`src/rtl/seq_mult.sv`:
```
`default_nettype none
// ============================================================================
//  Module   : seq_mult
//  Purpose  : Sequential shift-and-add multiplier, W-bit operands, 2W-bit
//             product after exactly W cycles. Per-operation mode selects
//             unsigned or two's-complement signed multiplication.
//  Ports    :
//    clk    in   1    rising-edge clock
//    rst_n  in   1    asynchronous active-low reset
//    start  in   1    operation request, sampled only while busy=0
//    sgn    in   1    1 = signed operands, 0 = unsigned (sampled with start)
//    a      in   W    multiplicand (sampled with start)
//    b      in   W    multiplier (sampled with start)
//    busy   out  1    operation in progress
//    done   out  1    one-cycle pulse when p is updated
//    p      out  2W   product, held until the next completion
//  Revision : 1.0  initial release
// ============================================================================
module seq_mult #(
  parameter int W = 8
) (
  input  logic           clk,
  input  logic           rst_n,
  input  logic           start,
  input  logic           sgn,
  input  logic [W-1:0]   a,
  input  logic [W-1:0]   b,
  output logic           busy,
  output logic           done,
  output logic [2*W-1:0] p
);

  localparam int CW = $clog2(W) + 1;

  typedef enum logic {
    IDLE = 1'b0,
    RUN  = 1'b1
  } state_t;

  state_t         state;
  logic [W-1:0]   mc;
  logic [W-1:0]   mp;
  logic [2*W-1:0] acc;
  logic [CW-1:0]  cnt;
  logic           neg;

  logic [W-1:0]   a_mag;
  logic [W-1:0]   b_mag;
  logic [W:0]     sum;
  logic [2*W-1:0] acc_nxt;
  logic [2*W-1:0] prod_nxt;
  logic           last_iter;
  logic           unused_acc_lsb;

  // Two's-complement absolute value. For -2^(W-1) the W-bit result is
  // 2^(W-1), which is exactly right when read as unsigned.
  assign a_mag = (sgn && a[W-1]) ? (~a + {{(W-1){1'b0}}, 1'b1}) : a;
  assign b_mag = (sgn && b[W-1]) ? (~b + {{(W-1){1'b0}}, 1'b1}) : b;

  // Conditional add into the upper half with carry out, then the carry
  // becomes the new MSB as the accumulator shifts right. The old LSB of
  // acc falls off the end.
  assign sum            = {1'b0, acc[2*W-1:W]} + {1'b0, (mp[0] ? mc : {W{1'b0}})};
  assign acc_nxt        = {sum, acc[W-1:1]};
  assign prod_nxt       = neg ? (~acc_nxt + {{(2*W-1){1'b0}}, 1'b1}) : acc_nxt;
  assign last_iter      = (cnt == CW'(W - 1));
  assign unused_acc_lsb = acc[0];

  always_ff @(posedge clk or negedge rst_n) begin
    if (!rst_n) begin
      state <= IDLE;
      busy  <= 1'b0;
      done  <= 1'b0;
      p     <= '0;
      acc   <= '0;
      cnt   <= '0;
      mc    <= '0;
      mp    <= '0;
      neg   <= 1'b0;
    end else begin
      case (state)
        IDLE: begin
          done <= 1'b0;
          if (start) begin
            mc    <= a_mag;
            mp    <= b_mag;
            neg   <= sgn & (a[W-1] ^ b[W-1]);
            acc   <= '0;
            cnt   <= '0;
            busy  <= 1'b1;
            state <= RUN;
          end
        end
        RUN: begin
          acc <= acc_nxt;
          mp  <= mp >> 1;
          cnt <= cnt + 1'b1;
          if (last_iter) begin
            p     <= prod_nxt;
            done  <= 1'b1;
            busy  <= 1'b0;
            state <= IDLE;
          end
        end
        default: begin
          state <= IDLE;
          busy  <= 1'b0;
          done  <= 1'b0;
        end
      endcase
    end
  end

endmodule
`default_nettype wire
```
`config.mk`:
```
export PLATFORM = sky130hd
export DESIGN_NAME = seq_mult
export DESIGN_NICKNAME = d
export VERILOG_FILES = /design/src/rtl/seq_mult.sv
export SDC_FILE = /design/constraint.sdc
export NUM_CORES = 1
export LEC_CHECK = 0
export ABC_CLOCK_PERIOD_IN_PS = 4300
export BUFFER_PORTS_ARGS = -buffer_cell sky130_fd_sc_hd__clkbuf_2
export CAP_MARGIN = 40
export CORE_ASPECT_RATIO = 1.5
export CORE_MARGIN = 2
export CORE_UTILIZATION = 40
export CTS_CLUSTER_DIAMETER = 60
export CTS_CLUSTER_SIZE = 25
export DETAILED_ROUTE_END_ITERATION = 7
export HOLD_SLACK_MARGIN = 0.15
export PLACE_DENSITY_LB_ADDON = 0.1
export SLEW_MARGIN = 20
export SYNTH_ARGS = -nofsm -noshare
export SYNTH_HDL_FRONTEND = slang
export SYNTH_SLANG_ARGS = --single-unit
```
`constraint.sdc`:
```
create_clock -name clk -period 4.3 [get_ports clk]
set_input_delay 0.215 -clock clk [delete_from_list [all_inputs] [get_ports clk]]
set_output_delay 0.215 -clock clk [all_outputs]
set_load 0.05 [all_outputs]
```
* Yosys cells after proc, flatten, opt, wreduce, memory -nomap -nowiden
Index checks and enable logic that the tools add are counted.
** Word-level totals
- Register bits after elaboration :: 56
- Latch bits :: 0
- Bits in writable memories :: 0
- Memory bits (read-only) :: 0
- Output and inout bits :: 18
- Logic and storage cells :: 46
- Memories kept :: 0
** Cells by class
- $add $sub $neg :: 5
- Multipliers :: 0
- Divide/modulo/power cells :: 0
- Magnitude comparators :: 0
- Equal/unequal tests :: 3
- Shift-type cells :: 0
- Multiplexer cells :: 18
- Bitwise operators :: 6
- Reductions and logical operators :: 5
** Operators with widths (number)
- two-way mux 16 bit :: 2
- two-way mux 8 bit :: 4
- one-hot mux 16 bit (2 select lines) :: 1
- adder 16 x 1 -> 16 bit, second input constant :: 1
- adder 8 x 1 -> 8 bit, second input constant :: 2
- NOT 16 bit :: 1
- NOT 8 bit :: 2
- one-hot mux 8 bit (2 select lines) :: 1
- adder 8 x 8 -> 9 bit :: 1
- one-hot mux 4 bit (2 select lines) :: 1
- one-hot mux 1 bit (2 select lines) :: 3
- AND reduction 2 bit :: 3
- two-way mux 1 bit :: 5
- adder 4 x 1 -> 4 bit, second input constant :: 1
- == test 4 x 3 -> 1 bit, second input constant :: 1
- two-way mux 4 bit :: 1
- logical AND 1 bit :: 2
- inequality test 2 x 1 -> 1 bit, second input constant :: 1
- inequality test 2 bit, second input constant :: 1
- AND 1 bit :: 1
- NOT 1 bit :: 1
- XOR 1 bit :: 1

* Depth between registers and ports, before layout
- Depth after elaboration :: 5
- Mapped depth :: 9

* Worst setup path after synthesis
OpenSTA, ideal clock, no wires.
- Path kind :: register to register
- Start point :: register mp[0]
- End point :: register p[14]
- Library setup time :: 0.123 ns
- Arrival :: 2.628 ns
- Data required time :: 4.177 ns
- Slack :: 1.550 ns
- Cell stages (with the launch flop) :: 9
- Path through :: dfrtp_1 > and2_1 > ha_1 > fa_1 > or4_4 > a221o_1 > o41ai_2 > xor2_1 > o21ai_1
** Between the ends
- Cells in the longest elaborated chain, start to end :: 5
** RTL lines
- from (decl) :: line 42 : logic [W-1:0] mp;
- from (signal assigned) :: line 86 : mp <= b_mag;
- from (signal assigned) :: line 96 : mp <= mp >> 1;
- two-way mux 8 bit (*) :: line 63 : assign sum = {1'b0, acc[2*W-1:W]} + {1'b0, (mp[0] ? mc : {W{1'b0}})};
- adder 8 x 8 -> 9 bit (*) :: line 63
- NOT 16 bit :: line 65 : assign prod_nxt = neg ? (~acc_nxt + {{(2*W-1){1'b0}}, 1'b1}) : acc_nxt;
- adder 16 x 1 -> 16 bit :: line 65
- two-way mux 16 bit (*) :: line 65
- to (signal assigned) :: line 99 : p <= prod_nxt;
- to (decl) :: line 30 : output logic [2*W-1:0] p
Every way passes the cells marked *; elsewhere a longest branch is shown, timed or not.
A chain may end at the register's enable or synchronous reset.

* Final worst setup path
Ends and elaborated chain as after synthesis.

==> qor.txt <==
Cells after Synth = 338
LEAKAGE = 1.72 nW
Post-DR vias/cell = 5.11
Top cells by area, synth = dfrtp_1 44%, o21ai_0 7.5%, nand2_1 7.1%
Vias in the first global route = 2340
Crit share post-route = 68.5%
Hold depth = 3
Worst hold endpoint = mc[0]
Initial antenna violation count = 0
Setup TNS = 0 ns
Synth top area share = 44.0%
Io pins = 38
Post-CTS Hold Fix Bufs = 1
Num CTS Buffers = 5
DRT Pass-1 Iters = 5
Via count = 2424
Most common library cells after synthesis = 59 x nand2_1, 55 x dfrtp_1, 47 x o21ai_0, 18 x xor2_1, 13 x clkbuf_1
Core ar. = 0.00761 mm2
Status = finished clean
Post-synth top area cell = dfrtp_1
CTS H-Tree Depth = 2
Storage element area = 0.00138 mm2
F_max = 0.339 GHz
CP required = 4.45 ns
Reg2reg end = p[14]
Delay-heaviest family, CP = simple AND/OR/NAND/NOR gates
HP Start = a[0]
Final Total Pwr = 2.46 mW
Register bit total from synthesis = 55
Clock sinks = 55
Largest net degree at the start of global routing = 56
R2R Setup Slk = 1.35 ns
Gr ovfl total = 0
Unique masters post-synth = 47
Maximum net fanout on the critical path = 9
Mapped Area = 0.00313 mm2
Multi-input logic area = 0.00164 mm2
Sequential area share after synthesis = 44.0%
Slew Viols, Final = 0
Fraction of layout cells with a size suffix above 1 = 15.6%
Row cnt = 39
Hold Path Class = in2reg
Slowest CP cell = or4_4
Maxcap violations = 0
Syn. warnings = 0
Top-count cell post-synth = nand2_1
Clock-pin slew on the worst setup and hold paths = 0.07 ns
Final wirelength = 6070 um
Crit. End Element = flop
Worst EP arrival = 3.10 ns
Die height = 112 um
Clock Tree Buf Depth = 2
Syn Area/Cell = 9.25 um2
Critical Path Start Type = flop
N_diodes = 0
IO buf count = 37
Detail Placement HPWL = 4480 um
IR drop worst, VDD = 0.282 mV
CP Cell Sequence = and2_1 -> ha_1 -> fa_1 -> or4_4 -> a221o_1 -> o41ai_2 -> xor2_1 -> o21ai_1
Async SR Flop Fraction = 100%
Final Hold Violating Endpoints = 0
# nets final = 404
DRC violations left = 0
Crit path kind = reg2reg
RSZ-0062 raised after global routing = no
GRT Total Usage = 15.2%
Iteration-0 DRC Markers = 83
Average wire per standard cell = 12.8 um
Worst relative slew slack = 51.8%
Die Area = 0.00855 mm2
Synth Flop Type = dfrtp_1
Starting Density = 41.1%
Clock latency at the later pin of the worst-skew pair = 0.29 ns
Net count after synthesis = 371
Antenna Nets Post-Route = 0
Setup Skew = 0.00622 ns
WP buf/inv = 0
Post-route minimum period = 2.95 ns
Pwr/cell area = 693 mW/mm2
Worst Tran Pin Value = 0.723 ns
R2r startpoint = mp[0]
CTS resizes = 0
R2R cell count = 8
CTS tree = done
Die W = 76.2 um
Fillcell total = 790
EDFF count, synth = 0
Area grow syn2layout = 13.5%
Largest stage delay, worst path = 0.58 ns
Placer congestion estimate = 0.718
Endpoints failing setup = 0
Post-layout util = 46.6%
Post CTS Setup Buffer Count = 0
Clock root buffer = clkbuf_16
First-pass GRT wire length = 10800 um
[per-layer routing]
layer | global-route usage, % | up-vias | part of all wire (%)
met1 | 19.4 | 1113 | 47
met4 | 4.73 | 0 | 1.4
met5 | 0 | - | 0
li1 | - | 1252 | -
met2 | 26.7 | 53 | 48
met3 | 2.09 | 6 | 3.1
[registers in the layout, summed over array words and instances, names as in the netlist]
| signal | flops |
|---|---|
| mc | 8 |
| acc | 15 |
| done | 1 |
| cnt | 4 |
| busy | 1 |
| state | 1 |
| neg | 1 |
| mp | 8 |
| p | 16 |
[layout by cell type (no fill, tap or decap), drive strengths merged, types with 3 or more instances in the layout]
| cell | n |
|---|---|
| nand2b | 10 |
| nor3 | 5 |
| a21o | 5 |
| nand2 | 59 |
| or3 | 5 |
| nand3 | 8 |
| buf | 4 |
| a211o | 3 |
| dfrtp | 55 |
| ha | 12 |
| a21oi | 8 |
| mux2i | 5 |
| clkbuf | 43 |
| xor2 | 18 |
| and2 | 10 |
| or2 | 3 |
| inv | 9 |
| o21ai | 49 |
| a22o | 10 |
| nor2 | 11 |
| o31ai | 7 |
| xnor2 | 9 |
[how the worst max path moves through the flow]
stage | cells past startpoint | slack, ns | endpoint | from
after floorplan | 8 | 1.55 | p[14] | mp[0]
after global placement | 8 | 1.40 | p[14] | mp[0]
after detailed placement | 8 | 1.33 | p[14] | mp[0]
after CTS | 8 | 1.32 | p[14] | mp[0]
after global routing | 8 | 1.20 | p[14] | mp[0]
final | 8 | 1.35 | p[14] | mp[0]
[layout make-up]
| cell class | count | area share [%] |
|---|---|---|
| clock buffers | 6 | 3.63 |
| well taps | 102 | 3.60 |
| multi-input cells | 259 | 46.3 |
| repair buffers | 42 | 6.35 |
| flip-flops and latches | 55 | 38.8 |
| clock inverters | 2 | 0.459 |
| inverters | 8 | 0.847 |
[worst reg2reg max path, cell delays in order, from the launching register on]
cell and delay, ns:
dfrtp_1 0.45, and2_1 0.17, ha_1 0.20, fa_1 0.52, or4_4 0.58, a221o_1 0.33
o41ai_2 0.32, xor2_1 0.18, o21ai_1 0.07
[metrics by stage]
step	hold slack (ns)	cell area (um2)	worst slack [ns]	cells
floorplan	-0.0806	3130	1.55	338
global placement	0.401	3380	1.40	464
detailed placement	0.401	3390	1.33	465
CTS	0.213	3550	1.32	474
global route	0.219	3550	1.20	474
finish	0.218	3550	1.35	474
[report_power, final]
group / switching [mW] / total (mW) / leakage [nW] / internal (mW)
Combinational: 0.725 / 1.14 / 0.942 / 0.420
Clock: 0.180 / 0.399 / 0.0675 / 0.218
Sequential: 0.186 / 0.914 / 0.707 / 0.728
[cell families (layout without fill, tap and decap cells)]
family                   count (synthesis)  after routing  share of synthesized area, %
flip-flops                              55             55                          44.0
AO/OA/AOI/OAI                           93             93                          19.3
AND/OR/NAND/NOR                        121            121                          18.7
XOR/XNOR                                27             27                          7.57
multiplexers                             5              5                          1.60
adder cells (fa/ha/maj)                 13             13                          5.44
buffers and inverters                   24             58                          3.40
(Power assumes the default switching activity.)
